**src/rtl/fifo_pkg.sv**
```systemverilog
// rtl/fifo_pkg.sv - shared types and constants for the FIFO read-side stream engine
package fifo_pkg;

  // Skid buffer occupancy states
  typedef enum logic [1:0] {
    LVL_EMPTY = 2'd0,
    LVL_ONE   = 2'd1,
    LVL_FULL  = 2'd2
  } fifo_lvl_e;

  // Two slots: one for the word being presented, one for the word returning from the FIFO
  localparam int SKID_DEPTH = 2;

endpackage

```
**src/rtl/fifo_rd_skid.sv**
```systemverilog
// rtl/fifo_rd_skid.sv - 2-entry skid buffer with head/tail pointers and occupancy level
module fifo_rd_skid
  import fifo_pkg::*;
#(
  parameter int BITS = 32
) (
  input  logic            clk,
  input  logic            rst,
  input  logic            flush,
  input  logic            wr_en,
  input  logic [BITS-1:0] wr_data,
  input  logic            pop,
  output logic [BITS-1:0] rd_data,
  output logic            valid,
  output logic [1:0]      level
);

  logic [BITS-1:0] r_mem [SKID_DEPTH];
  logic            r_head;
  logic            r_tail;
  fifo_lvl_e       r_lvl;
  fifo_lvl_e       w_lvl_nxt;

  // Next level: +1 per capture, -1 per pop; flush empties regardless of traffic
  always_comb begin
    w_lvl_nxt = r_lvl;
    if (flush) begin
      w_lvl_nxt = LVL_EMPTY;
    end else begin
      case (r_lvl)
        LVL_EMPTY: begin
          if (wr_en) w_lvl_nxt = LVL_ONE;
        end
        LVL_ONE: begin
          if (wr_en && !pop)      w_lvl_nxt = LVL_FULL;
          else if (!wr_en && pop) w_lvl_nxt = LVL_EMPTY;
        end
        LVL_FULL: begin
          if (pop && !wr_en) w_lvl_nxt = LVL_ONE;
        end
        default: w_lvl_nxt = LVL_EMPTY;
      endcase
    end
  end

  // Level state register
  always_ff @(posedge clk) begin
    if (rst) r_lvl <= LVL_EMPTY;
    else     r_lvl <= w_lvl_nxt;
  end

  // Storage and pointers; a flush rewinds both pointers so the buffer restarts clean
  always_ff @(posedge clk) begin
    if (rst) begin
      r_head   <= 1'b0;
      r_tail   <= 1'b0;
      r_mem[0] <= '0;
      r_mem[1] <= '0;
    end else if (flush) begin
      r_head <= 1'b0;
      r_tail <= 1'b0;
    end else begin
      if (wr_en) begin
        r_mem[r_tail] <= wr_data;
        r_tail        <= ~r_tail;
      end
      if (pop) r_head <= ~r_head;
    end
  end

  assign rd_data = r_mem[r_head];
  assign valid   = (r_lvl != LVL_EMPTY);
  assign level   = r_lvl;

endmodule

```
**src/rtl/fifo_rd_stream.sv**
```systemverilog
// rtl/fifo_rd_stream.sv - FIFO read port to valid/ready stream drain engine; beat counter under FIFO_RD_STREAM_CNT_EN
module fifo_rd_stream
  import fifo_pkg::*;
#(
  parameter int BITS     = 32,
  parameter int CNT_BITS = 16
) (
  input  logic                rd_clk,
  input  logic                rd_rst,
  input  logic                flush,
  output logic                fifo_rd_en,
  input  logic                fifo_rd_empty,
  input  logic [BITS-1:0]     fifo_rd_data,
  output logic                m_valid,
  input  logic                m_ready,
  output logic [BITS-1:0]     m_data,
  output logic [1:0]          buf_level
`ifdef FIFO_RD_STREAM_CNT_EN
  ,
  output logic [CNT_BITS-1:0] beat_cnt
`endif
);

  logic       r_inflight;
  logic       w_pop;
  logic [2:0] w_owed;

  assign w_pop = m_valid & m_ready;

  // Slots still committed after this edge: held words plus the returning word minus the leaving one
  assign w_owed = {1'b0, buf_level} + {2'b00, r_inflight} - {2'b00, w_pop};

  assign fifo_rd_en = !fifo_rd_empty && !flush && !rd_rst && (w_owed < 3'd2);

  // A read issued this cycle returns data on the next edge
  always_ff @(posedge rd_clk) begin
    if (rd_rst) r_inflight <= 1'b0;
    else        r_inflight <= fifo_rd_en;
  end

  // The in-flight word is captured unless flush drops it inside the buffer
  fifo_rd_skid #(
    .BITS (BITS)
  ) u_skid (
    .clk     (rd_clk),
    .rst     (rd_rst),
    .flush   (flush),
    .wr_en   (r_inflight),
    .wr_data (fifo_rd_data),
    .pop     (w_pop),
    .rd_data (m_data),
    .valid   (m_valid),
    .level   (buf_level)
  );

`ifdef FIFO_RD_STREAM_CNT_EN
  logic [CNT_BITS-1:0] r_beat_cnt;

  // Delivered beats; a pop in a flush cycle still counts, flush never clears it
  always_ff @(posedge rd_clk) begin
    if (rd_rst)     r_beat_cnt <= '0;
    else if (w_pop) r_beat_cnt <= r_beat_cnt + 1'b1;
  end

  assign beat_cnt = r_beat_cnt;
`else
  // CNT_BITS only sizes the counter; keep it referenced when the counter is compiled out
  logic [31:0] w_unused_cnt_bits;
  assign w_unused_cnt_bits = 32'(CNT_BITS);
`endif

endmodule
```
**config.mk**
```make
export PLATFORM = sky130hd
export DESIGN_NAME = fifo_rd_stream
export DESIGN_NICKNAME = d
export VERILOG_FILES = /design/src/rtl/fifo_pkg.sv /design/src/rtl/fifo_rd_skid.sv /design/src/rtl/fifo_rd_stream.sv
export SDC_FILE = /design/constraint.sdc
export NUM_CORES = 1
export LEC_CHECK = 0
export CELL_PAD_IN_SITES_DETAIL_PLACEMENT = 0
export CELL_PAD_IN_SITES_GLOBAL_PLACEMENT = 2
export CORE_MARGIN = 2
export CORE_UTILIZATION = 30
export DETAILED_ROUTE_END_ITERATION = 10
export PLACE_DENSITY_LB_ADDON = 0.1
export SYNTH_ARGS = -nofsm -noshare
export SYNTH_HDL_FRONTEND = slang
export SYNTH_SLANG_ARGS = --single-unit
```
**constraint.sdc**
```tcl
create_clock -name rd_clk -period 2.21 [get_ports rd_clk]
set_input_delay 0.442 -clock rd_clk [delete_from_list [all_inputs] [get_ports rd_clk]]
set_output_delay 0.442 -clock rd_clk [all_outputs]
set_load 0.005 [all_outputs]
```
* Word level (Yosys, flattened, before mapping) *
Memory sizes are Yosys's and may differ from the RTL's. A register that Yosys moved wholly into a read port is not among the register bits.
Cells that the tools add are included.

storage, ports and cells
  memories kept = 1
  word-level logic and storage cells = 47
  bits in registers = 5
  output and inout port bits = 36
  input port bits = 37
  memory bits (writable) = 64

memory list
  name          words  width  read ports  clocked after memory_dff  wr ports  line                RTL
  u_skid.r_mem  2      32     1           1                         2         fifo_rd_skid.sv:18  logic [BITS-1:0] r_mem [SKID_DEPTH];

cells by class
  equal/unequal tests = 5
  add/subtract/negate cells = 2
  reductions and logical operators = 15
  bitwise operators = 3
  muxes and demuxes = 16
  magnitude comparators = 1

operators by type and width
  cell                                                                   count
  32-bit two-way mux                                                     1
  32-bit OR reduction                                                    1
  1-bit two-way mux                                                      10
  2-bit two-way mux                                                      4
  2-bit one-hot mux with 3 select lines                                  1
  1-bit logical AND                                                      5
  1-bit logical NOT                                                      5
  2-bit by 1-bit adder with 3-bit output                                 1
  3-bit by 2-bit < comparator with 1-bit output (second input constant)  1
  3-bit by 1-bit != test with 1-bit output (second input constant)       1
  3-bit AND reduction                                                    1
  3-bit by 1-bit subtractor with 3-bit output                            1
  2-bit by 1-bit == test with 1-bit output (second input constant)       1
  2-bit == test (second input constant)                                  1
  2-bit logical NOT                                                      1
  2-bit by 1-bit != test with 1-bit output (second input constant)       1
  2-bit != test (second input constant)                                  1
  1-bit NOT                                                              2
  2-bit nonzero test                                                     1
  2-bit OR reduction                                                     1
  1-bit AND                                                              1

* Depth between registers and ports, before layout *
Gate-level depths: netlist (run 1).

  depth in word-level cells = 6
  gate-level depth with buffers = 7
  depth with buffers taken out = 6

* Modules after synthesis *
Synthesis (run 1) repeated with hierarchy kept, for this count alone.

unflattened totals
  cells, all modules = 208
  area total of the unflattened synthesis = 3,129.3 µm²

modules (own cells, without submodules)
  module          cells an instance  instances  area each (µm²)
  fifo_rd_skid    198                1          3,025.4
  fifo_rd_stream  10                 1          103.8

* Worst setup path before layout (run 1) *
Ideal clock, no wire load.

  path type = register to output
  from = register u_skid.r_lvl[1] (netlist: u_skid.level[1])
  to = output port fifo_rd_en
  stages on the path, launching flop included = 8
  setup slack = -182 ps
  path buffers = 1
  data arrival time = 1,950 ps
  required time = 1,768 ps
  path through = dfxtp_1 > clkbuf_2 > o21a_1 > ha_1 > nand2b_1 > fa_1 > xor2_1 > nor4b_1

on the way
  cells in the longest elaborated chain, start to end = 5

ends and longest elaborated chain
  what                                           line                  RTL
  start, declared                                fifo_rd_skid.sv:21    fifo_lvl_e r_lvl;
  start signal, assigned                         fifo_rd_skid.sv:49    else r_lvl <= w_lvl_nxt;
  2-bit nonzero test                             fifo_rd_skid.sv:72    assign valid = (r_lvl != LVL_EMPTY);
  1-bit AND                                      fifo_rd_stream.sv:28  assign w_pop = m_valid & m_ready;
  net u_skid.pop                                 fifo_rd_skid.sv:12    input logic pop,
  3-bit by 1-bit subtractor with 3-bit output    fifo_rd_stream.sv:31  assign w_owed = {1'b0, buf_level} + {2'b00, r_inflight} - {2'b00, w_pop};
  3-bit by 2-bit < comparator with 1-bit output  fifo_rd_stream.sv:33  assign fifo_rd_en = !fifo_rd_empty && !flush && !rd_rst && (w_owed < 3'd2);
  1-bit logical AND                              fifo_rd_stream.sv:33
  end, declared                                  fifo_rd_stream.sv:11  output logic fifo_rd_en,

The timed path passes the listed nets, and every way through them passes these cells.

* Worst setup path in the final report (run 1) *
Ends and elaborated chain as after synthesis.

==> results of run 1 <==
synth_stat cells (3+ instances only):
cell type,instances
and3_1,64
edfxtp_1,64
mux2_2,30
buf_4,8
clkbuf_2,6
dfxtp_1,6
buf_2,5
inv_1,3
nand2b_1,3
nor2_1,3
nor4b_1,3
routing by layer:
layer / vias to the layer above / part of all wire (%) / GRT usage [%]
met5: - / 0 / 0
met4: 0 / 1.9 / 5.844
met3: 12 / 5.5 / 3.556
met2: 52 / 51 / 21.15
met1: 1033 / 42 / 15.60
li1: 982 / - / -
layout make-up:
class	count	share of cell area (%)
multi-input combinational	124	22.80
inverter	3	0.2552
clock inverter	6	2.495
sequential	70	46.41
tap	136	3.856
timing repair buffer	94	21.29
clock buffer	10	2.892
flip-flops by register name, indices dropped and copies added, names as in the netlist, named ones only:
register       count
u_skid.level       2
u_skid.r_mem      64
r_inflight         1
u_skid.r_tail      1
u_skid.r_head      1
final timing paths:
| check | to | slack [ns] | cells after the start |
|---|---|---|---|
| min | u_skid.r_tail$_SDFFE_PP0P_ | 0.51 | 2 |
| max reg2reg | r_inflight$_SDFF_PP0_ | 0.33 | 7 |
| min reg2reg | u_skid.r_tail$_SDFFE_PP0P_ | 0.51 | 2 |
| max | fifo_rd_en | -0.41 | 7 |
power breakdown:
part	leakage [nW]	switching [W]	internal [W]
registers	0.713	0.0000114	0.00149
clock network	0.114	0.000484	0.000748
logic	1.10	0.000107	0.000154
total	1.93	0.000602	0.00239
cells by family (layout without fill, tap and decap cells):
group,after synthesis,count (layout)
AND/OR/NAND/NOR,81,81
adder cells (fa/ha/maj),2,2
buffers and inverters,23,113
multiplexers,32,32
flip-flops,70,70
AO/OA/AOI/OAI,7,7
XOR/XNOR,2,2
metrics by stage:
| stage | cell area (µm²) | setup TNS, ns | cells | setup slack (ns) |
|---|---|---|---|---|
| finish | 4413 | -0.4088 | 443 | -0.4088 |
| global route | 4413 | -0.5268 | 443 | -0.5268 |
| CTS | 4363 | -0.4457 | 442 | -0.4457 |
| detailed placement | 4100 | -1.253 | 425 | -1.008 |
| global placement | 4100 | -1.186 | 425 | -0.9714 |
| floorplan | 3166 | -0.07145 | 217 | -0.07145 |
tightest hold or removal path: cells and delay by family (launching register included):
| family | cells | cell delay [ns] |
|---|---|---|
| AOI/OAI and AO/OA | 1 | 0.05 |
| DFF | 1 | 0.34 |
| and+or+nand+nor | 1 | 0.07 |
repair_timing:
action / CTS / global route
pin swaps: 3 / 2
setup endpoints to repair: 17 / 5
gates cloned: 0 / 1
setup buffers: 1 / 0
gates resized for setup: 10 / 9
==> qor.log, run 1 <==
INFO  outcome        status=finished, violations left
INFO  outcome        failed_checks=negative setup slack
INFO  cts            htree_levels=3
INFO  layout         multi_input_area=0.001006mm²
INFO  synth          syn-num-nets=256
INFO  cts            cts_buffer_depth=2
INFO  worst_hold_path worstHoldPathType=reg -> reg
INFO  placement      numPortBuffers=72
INFO  placement      gpl.final_weighted_congestion=0.7162
INFO  floorplanning  num_io_pins=73
INFO  synth          synth-edff-count=64
INFO  global_routing first_pass_grt_wire_length=10820µm
INFO  worst_setup_path delay_heaviest_family_cp=adder cells
INFO  synth          yosys.area_share.simple=16.38%
INFO  worst_setup_path crit_arrival=2.18ns
INFO  route          drt_first_pass_iters=6
INFO  floorplanning  placeableCoreArea=0.01023mm²
INFO  floorplanning  start_util=30.76%
INFO  route          drt_iter0_drc=90
INFO  worst_setup_path timing.critical_path.cells=o21a_1 > ha_1 > nand2b_4 > fa_2 > xor2_2 > nor4b_2 > buf_2
INFO  layout         nets=341
INFO  global_routing antenna_found_initial=0
INFO  worst_setup_path cpPeakStageDelay=0.35ns
INFO  timing         finalHoldViolCount=0
INFO  worst_setup_path timing_worst_setup_path_type=reg -> out
INFO  global_routing grt_usage=12.82%
INFO  floorplanning  floorplan.die.height=106.4µm
INFO  worst_setup_path cp-start-kind=flop
INFO  floorplanning  row_count=37
INFO  synth          post_synthesis_async_set_or_reset_flop_share=0%
INFO  worst_setup_path worstSetupEndpointType=primary output
INFO  power          power_leakage=1.930nW
INFO  timing         setup-violations-final=1
INFO  synth          synth_largest_type_area_fraction=61.07%
INFO  timing         min_period_over_period=118.5%
INFO  synth          ys.warnings.count=0
INFO  floorplanning  floorplan.die_area=0.01132mm²
INFO  synth          netlist_top_cells_area=edfxtp_1, and3_1, mux2_2, dfxtp_1, buf_4
INFO  power          report.power.total=0.002994W
INFO  synth          yosys-mux-area-fraction=11.45%
INFO  cts            clkLatencyLatePin=0.35ns
INFO  synth          avgSynthCellArea=14.50µm²
INFO  flow_run       maxCapViolations=0
INFO  synth          syn_area=0.003147mm²
INFO  layout         n_antenna_cell=0
INFO  synth          xor_xnor_cell_area_share_of_the_yosys_netlist=0.5567%
INFO  cts            clkSlewWorstSetupHoldPaths=0.07ns
INFO  synth          synth-compound-area-share=1.551%
INFO  route          detail_route.vias_per_cell=4.693
INFO  timing         final_period_minus_worst_setup_slack=2.619ns
INFO  timing         worst_clk_skew=0.009787ns
INFO  synth          syn-instance-count=217
INFO  cts            tritoncts=built
INFO  layout         area.growth.synth_to_final=40.24%
INFO  synth          postSynth.topFlopCell=edfxtp_1
INFO  synth          combinational_family_with_the_most_area_after_synthesis=simple AND/OR/NAND/NOR gates
INFO  synth          seq_area_frac_synth=64.89%
INFO  timing         achievable-frequency=381.9MHz
INFO  route          wl_per_cell=15.77µm
INFO  timing         worstMarginPinSlew=0.3791ns
INFO  worst_setup_path crit_slowest_cell=fa_2
INFO  floorplanning  die_width=106.4µm
INFO  route          route.antenna.remaining_nets=0
INFO  global_routing grt_start_max_net_pins=47
INFO  route          drc=0
INFO  layout         drive_above_1_share=25.41%
INFO  synth          synth_adder_area_share=1.034%
INFO  worst_setup_path cp_data_required_time=1.77ns
INFO  timing         timing.max_slew.rel_slack=74.73%
INFO  synth          synth_seq_cells=70
INFO  synth          yosys.cell_types.count=30
INFO  layout         mostFrequentLayoutCells=and3_1, edfxtp_1, clkdlybuf4s50_1
INFO  placement      placed_wire_length_estimate_after_detailed_placement=4300µm
INFO  global_routing via_count_of_the_first_global_routing_pass=2099
INFO  layout         final_core_util=43.13%
INFO  power          power.density=678.5mW/mm²
INFO  power          ir_worst_vdd=0.2548mV
INFO  layout         n_fill_cell=970
INFO  timing         finalHoldWorstSlack=0.5068ns
INFO  cts            ctsRootBufferMaster=clkbuf_8
INFO  route          num_vias=2079
INFO  cts            cts_inserted_buffers=9
INFO  timing         slew_viol_final=0
INFO  worst_setup_path timing.critical_path.from=u_skid.level[1]$_SDFFE_PP0P_
INFO  route          final_wl=6985µm
INFO  cts            total_number_of_clock_tree_sinks=70
INFO  cts            cts.hold.buffers_added=0
INFO  layout         layout.area.seq=0.002048mm²
INFO  worst_setup_path r2r_start=u_skid.level[1]$_SDFFE_PP0P_
INFO  global_routing overflow=0
INFO  worst_setup_path path_buf_inv=1
INFO  timing         grt_setup_unrepaired=true
INFO  synth          synthDominantAreaCellType=edfxtp_1
INFO  worst_hold_path hold_path_startpoint=u_skid.r_tail$_SDFFE_PP0P_
INFO  worst_setup_path maximum_fanout_count_along_the_critical_path=2
INFO  timing         worst_slack=-0.4088ns
No activity file was read; power rests on OpenSTA's default activity.
==> run 2: changes to the inputs <==
- CORE_MARGIN: 2 -> 5
- CTS_CLUSTER_SIZE: unset -> 8
==> run 2 against run 1 <==
The flow still finishes with violations (negative setup slack). Clock skew shrank 0.0013 ns. Worst hold slack about the same. Final cell count rose by 0.45%. Fmax increased by 0.39%. Clock power is 22% lower. Wire length up 4.0%. Design area increased by 1.3%. Worst setup slack improved by 0.010 ns. Die area is 12% higher. Critical path depth unchanged.
==> qor.log, run 2 (synthesis results as in run 1) <==
INFO  placement      dp_slack=-0.9864ns
INFO  worst_hold_path worstHoldPathType=reg -> reg
INFO  floorplanning  placeableCoreArea=0.01028mm²
INFO  worst_hold_path whs_endpoint=u_skid.r_tail$_SDFFE_PP0P_
INFO  global_routing grt_usage=11.64%
INFO  floorplanning  floorplan.die.height=112.4µm
INFO  floorplanning  num_io_pins=73
INFO  floorplanning  start_util=30.62%
INFO  global_routing overflow=0
INFO  power          power_leakage=2.207nW
INFO  route          wl_per_cell=16.32µm
INFO  global_routing first_pass_grt_wire_length=11360µm
INFO  worst_setup_path maximum_fanout_count_along_the_critical_path=2
INFO  layout         n_fill_cell=973
INFO  route          final_wl=7264µm
INFO  layout         mostFrequentLayoutCells=and3_1, edfxtp_1, clkdlybuf4s50_1
INFO  timing         worst_slack=-0.3986ns
INFO  floorplanning  floorplan.die_area=0.01264mm²
INFO  layout         area.growth.synth_to_final=42.11%
INFO  flow_run       maxCapViolations=0
INFO  worst_setup_path worstRegToRegCells=6
INFO  global_routing antenna_found_initial=0
INFO  layout         nets=344
INFO  route          drc=0
INFO  route          num_vias=2014
INFO  worst_setup_path cp_data_required_time=1.77ns
INFO  worst_setup_path worstSetupEndpointType=primary output
INFO  floorplanning  row_count=37
INFO  layout         number_of_flip_flops_in_the_largest_register=64
INFO  route          drt_iter0_drc=58
INFO  cts            clkLatencyLatePin=0.34ns
INFO  layout         n_antenna_cell=0
INFO  cts            tritoncts=built
INFO  cts            htree_levels=3
INFO  placement      gpl.final_weighted_congestion=0.6999
INFO  timing         achievable-frequency=383.3MHz
INFO  power          ir_worst_vdd=0.2162mV
INFO  layout         layout.area.seq=0.002048mm²
INFO  timing         worst_clk_skew=0.008486ns
INFO  worst_hold_path hold_path_startpoint=u_skid.r_tail$_SDFFE_PP0P_
INFO  cts            clkSlewWorstSetupHoldPaths=0.07ns
INFO  cts            cts_buffer_depth=2
INFO  global_routing via_count_of_the_first_global_routing_pass=2178
INFO  timing         min_period_over_period=118.0%
INFO  cts            cts_inserted_buffers=9
INFO  timing         timing.max_slew.rel_slack=78.44%
INFO  placement      placed_wire_length_estimate_after_detailed_placement=4303µm
INFO  timing         finalHoldViolCount=0
INFO  outcome        failed_checks=negative setup slack
INFO  outcome        status=finished, violations left
INFO  power          power.density=608.8mW/mm²
INFO  timing         setup-violations-final=1
INFO  worst_setup_path timing_worst_setup_path_type=reg -> out
INFO  timing         grt_setup_unrepaired=true
INFO  floorplanning  die_width=112.4µm
INFO  power          report.power.total=0.002723W
INFO  layout         drive_above_1_share=26.54%
INFO  timing         worstMarginPinSlew=0.3234ns
INFO  route          drt_first_pass_iters=4
INFO  worst_setup_path crit_arrival=2.17ns
INFO  worst_setup_path cp-start-kind=flop
INFO  global_routing grt_start_max_net_pins=41
INFO  worst_setup_path r2r_slack=0.43ns
INFO  route          detail_route.vias_per_cell=4.526
INFO  placement      numPortBuffers=72
INFO  worst_setup_path r2r_start=u_skid.level[1]$_SDFFE_PP0P_
INFO  layout         registers.top_by_ff_count=u_skid.r_mem
INFO  cts            ctsRootBufferMaster=clkbuf_8
INFO  route          route.antenna.remaining_nets=0
INFO  worst_setup_path crit-reg2reg-capture=r_inflight$_SDFF_PP0_
INFO  worst_hold_path worstHoldPathCells=2
INFO  cts            total_number_of_clock_tree_sinks=70
INFO  timing         slew_viol_final=0
INFO  timing         final_period_minus_worst_setup_slack=2.609ns
INFO  layout         multi_input_area=0.001008mm²
## run 2: changes by cell type in the layout (fill, tap and decap cells not counted), moves of 2 or more
cell	delta
clkinv_2	+2
dlymetal6s2s_1	+22
a21o_2	+2
bufinv_16	-2
clkdlybuf4s50_1	-22
a21o_1	-2
## run 2: per-layer routing
layer	global-route usage, %	vias to the layer above	part of all wire [%]
met1	13.56	970	43
li1	-	989	-
met5	0	-	0
met4	5.048	0	1.4
met3	3.181	9	4.0
met2	20.10	46	51
## run 2: worst max-delay path by stage
stage	to	from
global placement	fifo_rd_en	m_ready
global route	fifo_rd_en	u_skid.level[0]$_SDFFE_PP0P_
finish	fifo_rd_en	u_skid.level[1]$_SDFFE_PP0P_
CTS	fifo_rd_en	u_skid.level[1]$_SDFFE_PP0P_
detailed placement	fifo_rd_en	m_ready
floorplan	fifo_rd_en	u_skid.level[1]$_SDFFE_PP0P_
## run 2: final cells by class
class / instances / share of cell area (%)
clock buffer: 10 / 2.854
multi-input combinational: 124 / 22.55
sequential: 70 / 45.80
timing repair buffer: 97 / 23.59
inverter: 3 / 0.2518
clock inverter: 5 / 1.147
tap: 136 / 3.805
## run 2: critical path: stages, from the launching register on
cell and delay [ns]:
dfxtp_2 0.32, o21a_1 0.19, ha_1 0.27, nand2b_4 0.14, fa_2 0.34, xor2_2 0.16, nor4b_2 0.26, buf_2 0.15
## run 2: what timing repair did
action	in CTS	in global routing
gates cloned	1	2
hold buffers	0	0
setup buffers	1	5
resized for setup	10	29
pin swaps	3	2
endpoints found under the setup margin	2	24
## run 2: metrics by stage
step           setup TNS [ns]  utilization (%)  hold slack, ns  cell area (µm²)  std cells
2_1_floorplan        -0.07145                -          0.4658             3166        217
3_3_place_gp           -1.085            39.75          0.4775             4085        421
3_5_place_dp           -1.094            39.75          0.4896             4085        421
4_1_cts               -0.4451            41.95          0.5038             4312        438
5_1_grt               -0.5101            43.51          0.5424             4472        445
6_report              -0.3986            43.51          0.5066             4472        445
## run 2: power breakdown
part | leakage [nW] | internal [W] | switching (W)
registers | 0.713 | 0.00149 | 0.0000115
logic | 1.40 | 0.000149 | 0.000106
clock network | 0.0896 | 0.000508 | 0.000458
